**src/rtl/lsu_pkg.sv**
```systemverilog
// Shared constants and decode helpers for the load/store unit.
// Access widths follow RISC-V funct3; states are plain localparams.
package lsu_pkg;

    localparam logic [2:0] LS_B  = 3'b000;
    localparam logic [2:0] LS_H  = 3'b001;
    localparam logic [2:0] LS_W  = 3'b010;
    localparam logic [2:0] LS_D  = 3'b011;
    localparam logic [2:0] LS_BU = 3'b100;
    localparam logic [2:0] LS_HU = 3'b101;
    localparam logic [2:0] LS_WU = 3'b110;

    localparam logic [1:0] ERR_MISALIGN_LD = 2'b00;
    localparam logic [1:0] ERR_MISALIGN_ST = 2'b01;
    localparam logic [1:0] ERR_TIMEOUT     = 2'b10;
    localparam logic [1:0] ERR_ILLEGAL     = 2'b11;

    localparam logic [1:0] ST_IDLE = 2'd0;
    localparam logic [1:0] ST_BUS  = 2'd1;
    localparam logic [1:0] ST_RESP = 2'd2;

    // Unsigned variants exist only for loads; 64-bit widths only on RV64.
    function automatic logic lsu_type_legal(input logic [2:0] t, input logic we,
                                            input logic is64);
        logic ok;
        ok = 1'b1;
        if (t == 3'b111)
            ok = 1'b0;
        if (we && t[2])
            ok = 1'b0;
        if (!is64 && (t == LS_D || t == LS_WU))
            ok = 1'b0;
        return ok;
    endfunction

    function automatic logic lsu_misaligned(input logic [2:0] addr_lo, input logic [1:0] sz);
        logic [2:0] m;
        case (sz)
            2'd0:    m = 3'b000;
            2'd1:    m = 3'b001;
            2'd2:    m = 3'b011;
            default: m = 3'b111;
        endcase
        return |(addr_lo & m);
    endfunction

endpackage

```
**src/rtl/lsu_lane_align.sv**
```systemverilog
// Combinational byte-lane steering: store byte enables/replicated data and
// load shift plus sign/zero extension. Zero latency, no flow control.
module lsu_lane_align
    import lsu_pkg::*;
#(
    parameter  int XLEN  = 32,
    localparam int NB    = XLEN / 8,
    localparam int OFF_W = $clog2(NB)
) (
    input  logic [2:0]       i_type,
    input  logic [OFF_W-1:0] i_off,
    input  logic [XLEN-1:0]  i_wdata,
    input  logic [XLEN-1:0]  i_rdata,
    output logic [NB-1:0]    o_be,
    output logic [XLEN-1:0]  o_wdata,
    output logic [XLEN-1:0]  o_rdata_ext
);

    int              w_nbytes;
    int              w_nbits;
    logic [NB-1:0]   w_mask;
    logic [XLEN-1:0] w_shift;
    logic            w_sign;

    assign w_nbytes = int'(1) << i_type[1:0];
    assign w_nbits  = 8 * w_nbytes;
    assign w_shift  = i_rdata >> {i_off, 3'b000};

    always_comb begin
        w_mask  = '0;
        o_wdata = '0;
        for (int i = 0; i < NB; i++) begin
            w_mask[i] = (i < w_nbytes);
            // each lane takes the source byte at the same position within the access size
            for (int s = 0; s < NB; s++) begin
                if (s == (i % w_nbytes))
                    o_wdata[8*i +: 8] = i_wdata[8*s +: 8];
            end
        end
        o_be = w_mask << i_off;
    end

    always_comb begin
        w_sign = 1'b0;
        for (int j = 0; j < XLEN; j++) begin
            if (j == w_nbits - 1)
                w_sign = w_shift[j] & ~i_type[2];
        end
        o_rdata_ext = w_shift;
        if (w_nbits < XLEN) begin
            for (int j = 0; j < XLEN; j++)
                o_rdata_ext[j] = (j < w_nbits) ? w_shift[j] : w_sign;
        end
    end

endmodule

```
**src/rtl/load_store_unit.sv**
```systemverilog
// Multi-cycle load/store unit: core request -> req/ack bus -> one-cycle response.
// Bus starts the cycle after acceptance; req_ready is low from acceptance until back in IDLE.
module load_store_unit
    import lsu_pkg::*;
#(
    parameter int XLEN    = 32,
    parameter int ADDR_W  = 32,
    parameter int TIMEOUT = 15
) (
    input  logic              i_clk,
    input  logic              i_rst,
    input  logic              i_req_valid,
    output logic              o_req_ready,
    input  logic              i_req_we,
    input  logic [2:0]        i_req_type,
    input  logic [ADDR_W-1:0] i_req_addr,
    input  logic [XLEN-1:0]   i_req_wdata,
    output logic              o_bus_req,
    output logic              o_bus_we,
    output logic [ADDR_W-1:0] o_bus_addr,
    output logic [XLEN/8-1:0] o_bus_be,
    output logic [XLEN-1:0]   o_bus_wdata,
    input  logic              i_bus_ack,
    input  logic [XLEN-1:0]   i_bus_rdata,
    output logic              o_resp_valid,
    output logic [XLEN-1:0]   o_resp_rdata,
    output logic              o_resp_err,
    output logic [1:0]        o_err_cause,
    output logic              o_busy
);

    localparam int NB    = XLEN / 8;
    localparam int OFF_W = $clog2(NB);
    localparam int CNT_W = (TIMEOUT > 1) ? $clog2(TIMEOUT) : 1;
    localparam logic [CNT_W-1:0] CNT_LAST = CNT_W'(TIMEOUT - 1);

    logic [1:0]        r_state;
    logic              r_we;
    logic [2:0]        r_type;
    logic [ADDR_W-1:0] r_addr;
    logic [XLEN-1:0]   r_wdata;
    logic [XLEN-1:0]   r_rdata;
    logic [CNT_W-1:0]  r_cnt;
    logic              r_err;
    logic [1:0]        r_cause;

    logic              w_accept;
    logic              w_illegal;
    logic              w_misal;
    logic              w_timeout;
    logic              w_in_bus;
    logic              w_in_resp;
    logic [NB-1:0]     w_be;
    logic [XLEN-1:0]   w_wdata;
    logic [XLEN-1:0]   w_rdata_ext;

    assign w_in_bus  = (r_state == ST_BUS);
    assign w_in_resp = (r_state == ST_RESP);
    assign w_accept  = i_req_valid && (r_state == ST_IDLE);
    assign w_illegal = !lsu_type_legal(i_req_type, i_req_we, XLEN == 64);
    assign w_misal   = lsu_misaligned(i_req_addr[2:0], i_req_type[1:0]);
    assign w_timeout = (TIMEOUT != 0) && (r_cnt == CNT_LAST);

    lsu_lane_align #(.XLEN(XLEN)) u_align (
        .i_type      (r_type),
        .i_off       (r_addr[OFF_W-1:0]),
        .i_wdata     (r_wdata),
        .i_rdata     (r_rdata),
        .o_be        (w_be),
        .o_wdata     (w_wdata),
        .o_rdata_ext (w_rdata_ext)
    );

    always_ff @(posedge i_clk) begin
        if (i_rst) begin
            r_state <= ST_IDLE;
            r_we    <= 1'b0;
            r_type  <= '0;
            r_addr  <= '0;
            r_wdata <= '0;
            r_rdata <= '0;
            r_cnt   <= '0;
            r_err   <= 1'b0;
            r_cause <= '0;
        end else begin
            case (r_state)
                ST_IDLE: begin
                    if (w_accept) begin
                        r_we    <= i_req_we;
                        r_type  <= i_req_type;
                        r_addr  <= i_req_addr;
                        r_wdata <= i_req_wdata;
                        r_cnt   <= '0;
                        // decode errors skip the bus entirely
                        if (w_illegal) begin
                            r_err   <= 1'b1;
                            r_cause <= ERR_ILLEGAL;
                            r_state <= ST_RESP;
                        end else if (w_misal) begin
                            r_err   <= 1'b1;
                            r_cause <= i_req_we ? ERR_MISALIGN_ST : ERR_MISALIGN_LD;
                            r_state <= ST_RESP;
                        end else begin
                            r_err   <= 1'b0;
                            r_cause <= '0;
                            r_state <= ST_BUS;
                        end
                    end
                end
                ST_BUS: begin
                    if (i_bus_ack) begin
                        r_rdata <= i_bus_rdata;
                        r_state <= ST_RESP;
                    end else if (w_timeout) begin
                        r_err   <= 1'b1;
                        r_cause <= ERR_TIMEOUT;
                        r_state <= ST_RESP;
                    end else begin
                        r_cnt <= r_cnt + 1'b1;
                    end
                end
                ST_RESP: r_state <= ST_IDLE;
                default: r_state <= ST_IDLE;
            endcase
        end
    end

    assign o_req_ready  = (r_state == ST_IDLE);
    assign o_busy       = (r_state != ST_IDLE);
    assign o_bus_req    = w_in_bus;
    assign o_bus_we     = w_in_bus & r_we;
    assign o_bus_addr   = w_in_bus ? {r_addr[ADDR_W-1:OFF_W], {OFF_W{1'b0}}} : '0;
    assign o_bus_be     = w_in_bus ? w_be : '0;
    assign o_bus_wdata  = w_in_bus ? w_wdata : '0;
    assign o_resp_valid = w_in_resp;
    assign o_resp_err   = w_in_resp & r_err;
    assign o_err_cause  = (w_in_resp & r_err) ? r_cause : 2'b00;
    assign o_resp_rdata = (w_in_resp & ~r_err & ~r_we) ? w_rdata_ext : '0;

endmodule

```
**config.mk**
```make
export PLATFORM = sky130hd
export DESIGN_NAME = load_store_unit
export DESIGN_NICKNAME = d
export VERILOG_FILES = /design/src/rtl/lsu_pkg.sv /design/src/rtl/lsu_lane_align.sv /design/src/rtl/load_store_unit.sv
export SDC_FILE = /design/constraint.sdc
export NUM_CORES = 1
export LEC_CHECK = 0
export BUFFER_PORTS_ARGS = -buffer_cell sky130_fd_sc_hd__buf_2
export CAP_MARGIN = 0
export CORE_MARGIN = 5
export CORE_UTILIZATION = 50
export DETAILED_ROUTE_END_ITERATION = 12
export GPL_TIMING_DRIVEN = 1
export PLACE_DENSITY = 0.75
export SLEW_MARGIN = 20
export SYNTH_ARGS = -nofsm -noshare
export SYNTH_HDL_FRONTEND = slang
export SYNTH_SLANG_ARGS = --single-unit
```
**constraint.sdc**
```tcl
create_clock -name i_clk -period 15.4 [get_ports i_clk]
set_input_delay 2.31 -clock i_clk [delete_from_list [all_inputs] [get_ports i_clk]]
set_output_delay 2.31 -clock i_clk [all_outputs]
set_load 0.1 [all_outputs]
```
======== Yosys cells after proc, flatten, opt, wreduce, memory -nomap -nowiden ========
Cells that the tools add are included.
storage, ports and cells
  register bits after elaboration ......... 109
  latch bits .............................. 0
  bits in writable memories ............... 0
  memory bits (read-only) ................. 0
  output and inout port bits .............. 108
  word-level logic and storage cells ...... 281
  memories kept ........................... 0
cells by class
  add/sub/neg operators ................... 2
  multipliers ............................. 0
  div/mod/pow operators ................... 4
  $lt $le $gt $ge ......................... 37
  equality and inequality tests ........... 56
  shifts and indexed selects .............. 3
  multiplexer cells ....................... 112
  bitwise operators ....................... 40
  reductions and logical operators ........ 18
operators with widths
  cell                   number
  $eq 6x32->1 const A    16
  $lt 6x32->1 const A    16
  $eq 3x32->1 const A    10
  $eq 5x32->1 const A    8
  $lt 5x32->1 const A    8
  $eq 2x32->1 const A    5
  $logic_not 32->1       5
  $eq 4x32->1 const A    4
  $lt 3x32->1 const A    4
  $lt 4x32->1 const A    4
  $mux 32                4
  $mux 8                 16
  $mux 1                 74
  $lt 1x32->1 const A    2
  $lt 2x32->1 const A    2
  $mod 3x32->32 const A  2
  $and 1x1->1            36
  $lt 32x7->1 const B    1
  $mod 1x32->32 const A  1
  $mod 2x32->32 const A  1
  $shl 1x2->32 const A   1
  $shr 32x5->32          1
  $sub 32x2->32 const B  1
  $mux 2                 9
  other kinds (24)       41

======== Logic depth before layout (Yosys ltp) ========
  depth after elaboration ................. 38
  mapped depth ............................ 27
  gate-level depth less buffers ........... 23

======== Hierarchy ========
A second synthesis with hierarchy kept.
second synthesis, totals
  cell total of the unflattened synthesis .. 1,923
  area total of the unflattened synthesis .. 12,986.2 um^2
modules (own cells, without submodules)
  module           times used  cells each  area an instance (um^2)  sequential area each (um^2)
  lsu_lane_align   1           1,310       8,316.7                  0.0
  load_store_unit  1           613         4,669.5                  2,182.1

======== Worst setup path before layout ========
OpenSTA, ideal clock, no wires.
  path kind ............................... flip-flop to output port
  start ................................... register r_type[0]
  end ..................................... output o_bus_wdata[0]
  arrival ................................. 8.147 ns
  data required time ...................... 13.090 ns
  path slack .............................. 4.943 ns
  stages on the path, launching flop included .. 26
  buffers on the path ..................... 4
  cells stage by stage .................... dfxtp_1 -> ha_1 -> buf_2 -> buf_1 -> clkinv_1 -> ha_1 -> buf_4 -> o311ai_1 -> o211a_2 -> buf_6 -> mux2_4 -> o21ai_4 -> a21oi_1 -> o21a_1 -> o31ai_1 -> o211ai_2 -> a21boi_4 -> mux2_2 -> a32oi_1 -> a21oi_2 -> nor2_4 -> o211ai_2 -> a211oi_2 -> o21ai_1 -> a2111o_1 -> nor3_1
on the way
  word-level cells in the longest chain between the ends .. 8
RTL lines
  element                   line                    RTL
  start: declaration        load_store_unit.sv:39   logic [2:0] r_type;
  start signal: assignment  load_store_unit.sv:90   r_type <= i_req_type;
  $shl 1x2->32 *            lsu_lane_align.sv:25    assign w_nbytes = int'(1) << i_type[1:0];
  $mod 1x32->32 *           lsu_lane_align.sv:36    if (s == (i % w_nbytes))
  $logic_not 32->1          lsu_lane_align.sv:36
  $mux 8 (3 in series)      lsu_lane_align.sv:36
  $mux 8 *                  lsu_lane_align.sv:36
  $mux 32 *                 load_store_unit.sv:134  assign o_bus_wdata = w_in_bus ? w_wdata : '0;
  end: declaration          load_store_unit.sv:22   output logic [XLEN-1:0] o_bus_wdata,
Every way passes the cells marked *; elsewhere a longest branch is shown, timed or not.

======== Final worst setup path ========
  start ................................... register r_type[0]
  end ..................................... output o_bus_wdata[4]
The elaborated chain is that of the path after synthesis.

==> metrics.md <==
| Metric | Value |
|---|---|
| Fin crit period | `10870 ps` |
| Initial Util | `51.31%` |
| Critical-path top delay cell | `nor2b_1` |
| Design area | `10330 um2` |
| Worst path required time | `13090 ps` |
| Worst path cell trace | `ha_1, buf_4, clkinv_1, ha_1, nor2b_1, nand3_1, nor4_1, mux2i_1, a21oi_1, o211ai_1, o21a_1, o31ai_1, o211ai_2, a21boi_4, nor2_1, nor4_2, a21oi_2, nor2_4, o211ai_2, a211oi_2, o21ai_1, a2111o_1, nor3_1, buf_2` |
| Total Die Area | `20650 um2` |
| Reg clk slew, reported paths | `90 ps` |
| Sequential cell area fraction in the yosys report | `24.42%` |
| Clk_skew | `11.87 ps` |
| Synthesized area | `8937 um2` |
| Seq cells post-synth | `109` |
| Vias per cell | `6.135` |
| DR vias | `10326` |
| Final Hold Fails | `0` |
| RePlAce Congestion | `0.9673` |
| Pre-CTS setup slack | `5043 ps` |
| DRC Markers | `0` |
| Cell Pwr Density | `109.7 nW/um2` |
| CP endpoint kind | `primary output` |
| Num CTS Buffers | `9` |
| Power Total | `1.133 mW` |
| Cts repair resizes | `0` |
| Inst Count DP | `1666` |
| Drt wl/cell | `18.78 um` |
| Post-CTS Setup Bufs | `0` |
| Area leader, netlist | `dfxtp_1` |
| Final Hold Slack | `452.0 ps` |
| Die W | `143.7 um` |
| Yosys cell types | `103` |
| Drt total wl | `31.60 mm` |
| All-Layer GR Usage | `29.57%` |
| Detailed Route Iter0 Violations | `864` |
| Post-synth EDFFs | `0` |
| Worst-Margin Slew | `1078 ps` |
| Status | `completed` |
| Grt ovf | `0` |
| Worst-case clock buffer depth | `2` |
| Largest net degree at the start of global routing | `110` |
| First-pass GRT wire length | `49.80 mm` |
| Crit Path Category | `reg -> out` |
| Crit path max fanout | `29` |
| Cell Count, Final, Fillers Out | `1683` |
| Die height | `143.7 um` |
| Slowest cell delay on critical path | `800 ps` |
| Area share of the largest cell type after synthesis | `24.42%` |
| Max Slew Vio Count | `0` |
| Most common cell in the netlist | `nand2_1` |
| Top_reg_cell synth | `dfxtp_1` |
| Peak VDD IR | `0.00008782 V` |
| Final worst slack | `4532 ps` |
| Vias in the first global route | `9552` |
| CTS tree | `yes` |
| Post-synth top cells | `294 x nand2_1, 192 x a21oi_1, 116 x nor2_1, 109 x dfxtp_1, 63 x clkbuf_1` |
| Ranking of synthesized cells by area | `dfxtp_1 24%, nand2_1 12%, a21oi_1 11%` |
| Tcrit/Tclk final | `70.57%` |
| Antenna violations before repair | `1` |
| Ys Warns | `0` |
| Unrepaired setup endpoints after global routing | `no` |
| Worst EP arrival | `8560 ps` |
| Max Cap Viol | `0` |
| Synth Instances | `1305` |
| Htree depth | `3` |
| DRT antenna net count | `0` |
| Standby leakage power | `4.379 nW` |
| Fmax achieved | `92.02 MHz` |
| Setup TNS | `0 ps` |
| Hold WC Path Type | `reg -> reg` |
| Async SR Flop Fraction | `0%` |
| # fillers | `1696` |
| Area delta synth->final | `15.54%` |
| Syn_area_per_cell | `6.849 um2` |
| DP Area | `10000 um2` |
| Port bufs | `209` |
| Startpoint types | `flop` |
| I/O pin cnt | `212` |
| Dpl hpwl | `23.29 mm` |
| Relative slew slack | `27.98%` |
| Area of the core | `17420 um2` |
| Post-CTS Hold Buffers | `0` |
| Clk root buf | `clkbuf_16` |
| Share of cells above drive strength 1 | `20.73%` |
| Clock Latency Late Sink | `360 ps` |
| CTS Sinks | `109` |
| Fin util | `59.29%` |
| Net count reported at finish | `1576` |
| DRT Pass-1 Iters | `6` |
| Setup violations, final | `0` |
| Rows | `48` |
cell type report:
type	count	area, um2	area share, %
multi-input combinational	1086	6310	61.10
sequential	109	2182	21.13
timing repair buffer	221	1142	11.06
tap	225	281.5	2.726
clock buffer	9	225.2	2.181
inverter	25	93.84	0.9088
clock inverter	7	88.84	0.8603
antenna	1	2.502	0.02423
per-layer routing:
metal | vias to the layer above | global-route usage (%) | routed length (um)
met2 | 503 | 46.03 | 14510
met3 | 87 | 7.022 | 2922
met5 | - | 0 | 0
met1 | 4792 | 39.98 | 13230
met4 | 0 | 10.90 | 938
li1 | 4944 | - | -
report_power, final:
part | total, mW | internal, mW | switching [mW]
registers | 0.322 | 0.302 | 0.0195
logic | 0.568 | 0.163 | 0.404
clock network | 0.243 | 0.118 | 0.126
total | 1.13 | 0.584 | 0.549
worst max-delay path: cells and delay by family, from the launching register on:
| kind | cells | cell delay, ps |
|---|---|---|
| compound gates | 11 | 3090 |
| simple gates | 7 | 2300 |
| buf+inv | 3 | 1260 |
| fa+ha+maj | 2 | 910 |
| flops | 1 | 430 |
| mux | 1 | 190 |
cell families after synthesis:
group	Yosys count	synth area share [%]
flip-flops	109	24.42
adder cells (fa/ha/maj)	20	2.800
AO/OA/AOI/OAI	414	30.93
other	2	0.08403
AND/OR/NAND/NOR	600	31.18
buffers and inverters	112	5.124
multiplexers	41	4.788
XOR/XNOR	7	0.6860
final timing paths:
kind,start,endpoint,slack [ps],cells after the start
worst max register to register,r_state[1],r_rdata[31],12560,6
worst max-delay path,r_type[0],o_bus_wdata[4],4530,24
worst min-delay path,r_addr[24],r_addr[24],450,2
worst min register to register,r_addr[24],r_addr[24],450,2
layout by cell type, fill, tap and decap left out, drive strengths merged, types with 13 or more instances in the layout:
cell	n
nand2	294
buf	221
a21oi	197
nor2	119
dfxtp	109
o21ai	50
and2	41
nor3	31
mux2i	30
a211oi	28
inv	27
ha	20
nor2b	16
nand2b	13
o211ai	13
flip-flops by register name, indices dropped and copies added (netlist names):
name     count
r_addr      32
r_wdata     32
r_err        1
r_state      2
r_type       3
r_rdata     32
r_we         1
r_cnt        4
r_cause      2
No activity file was read; power rests on OpenSTA's default activity.
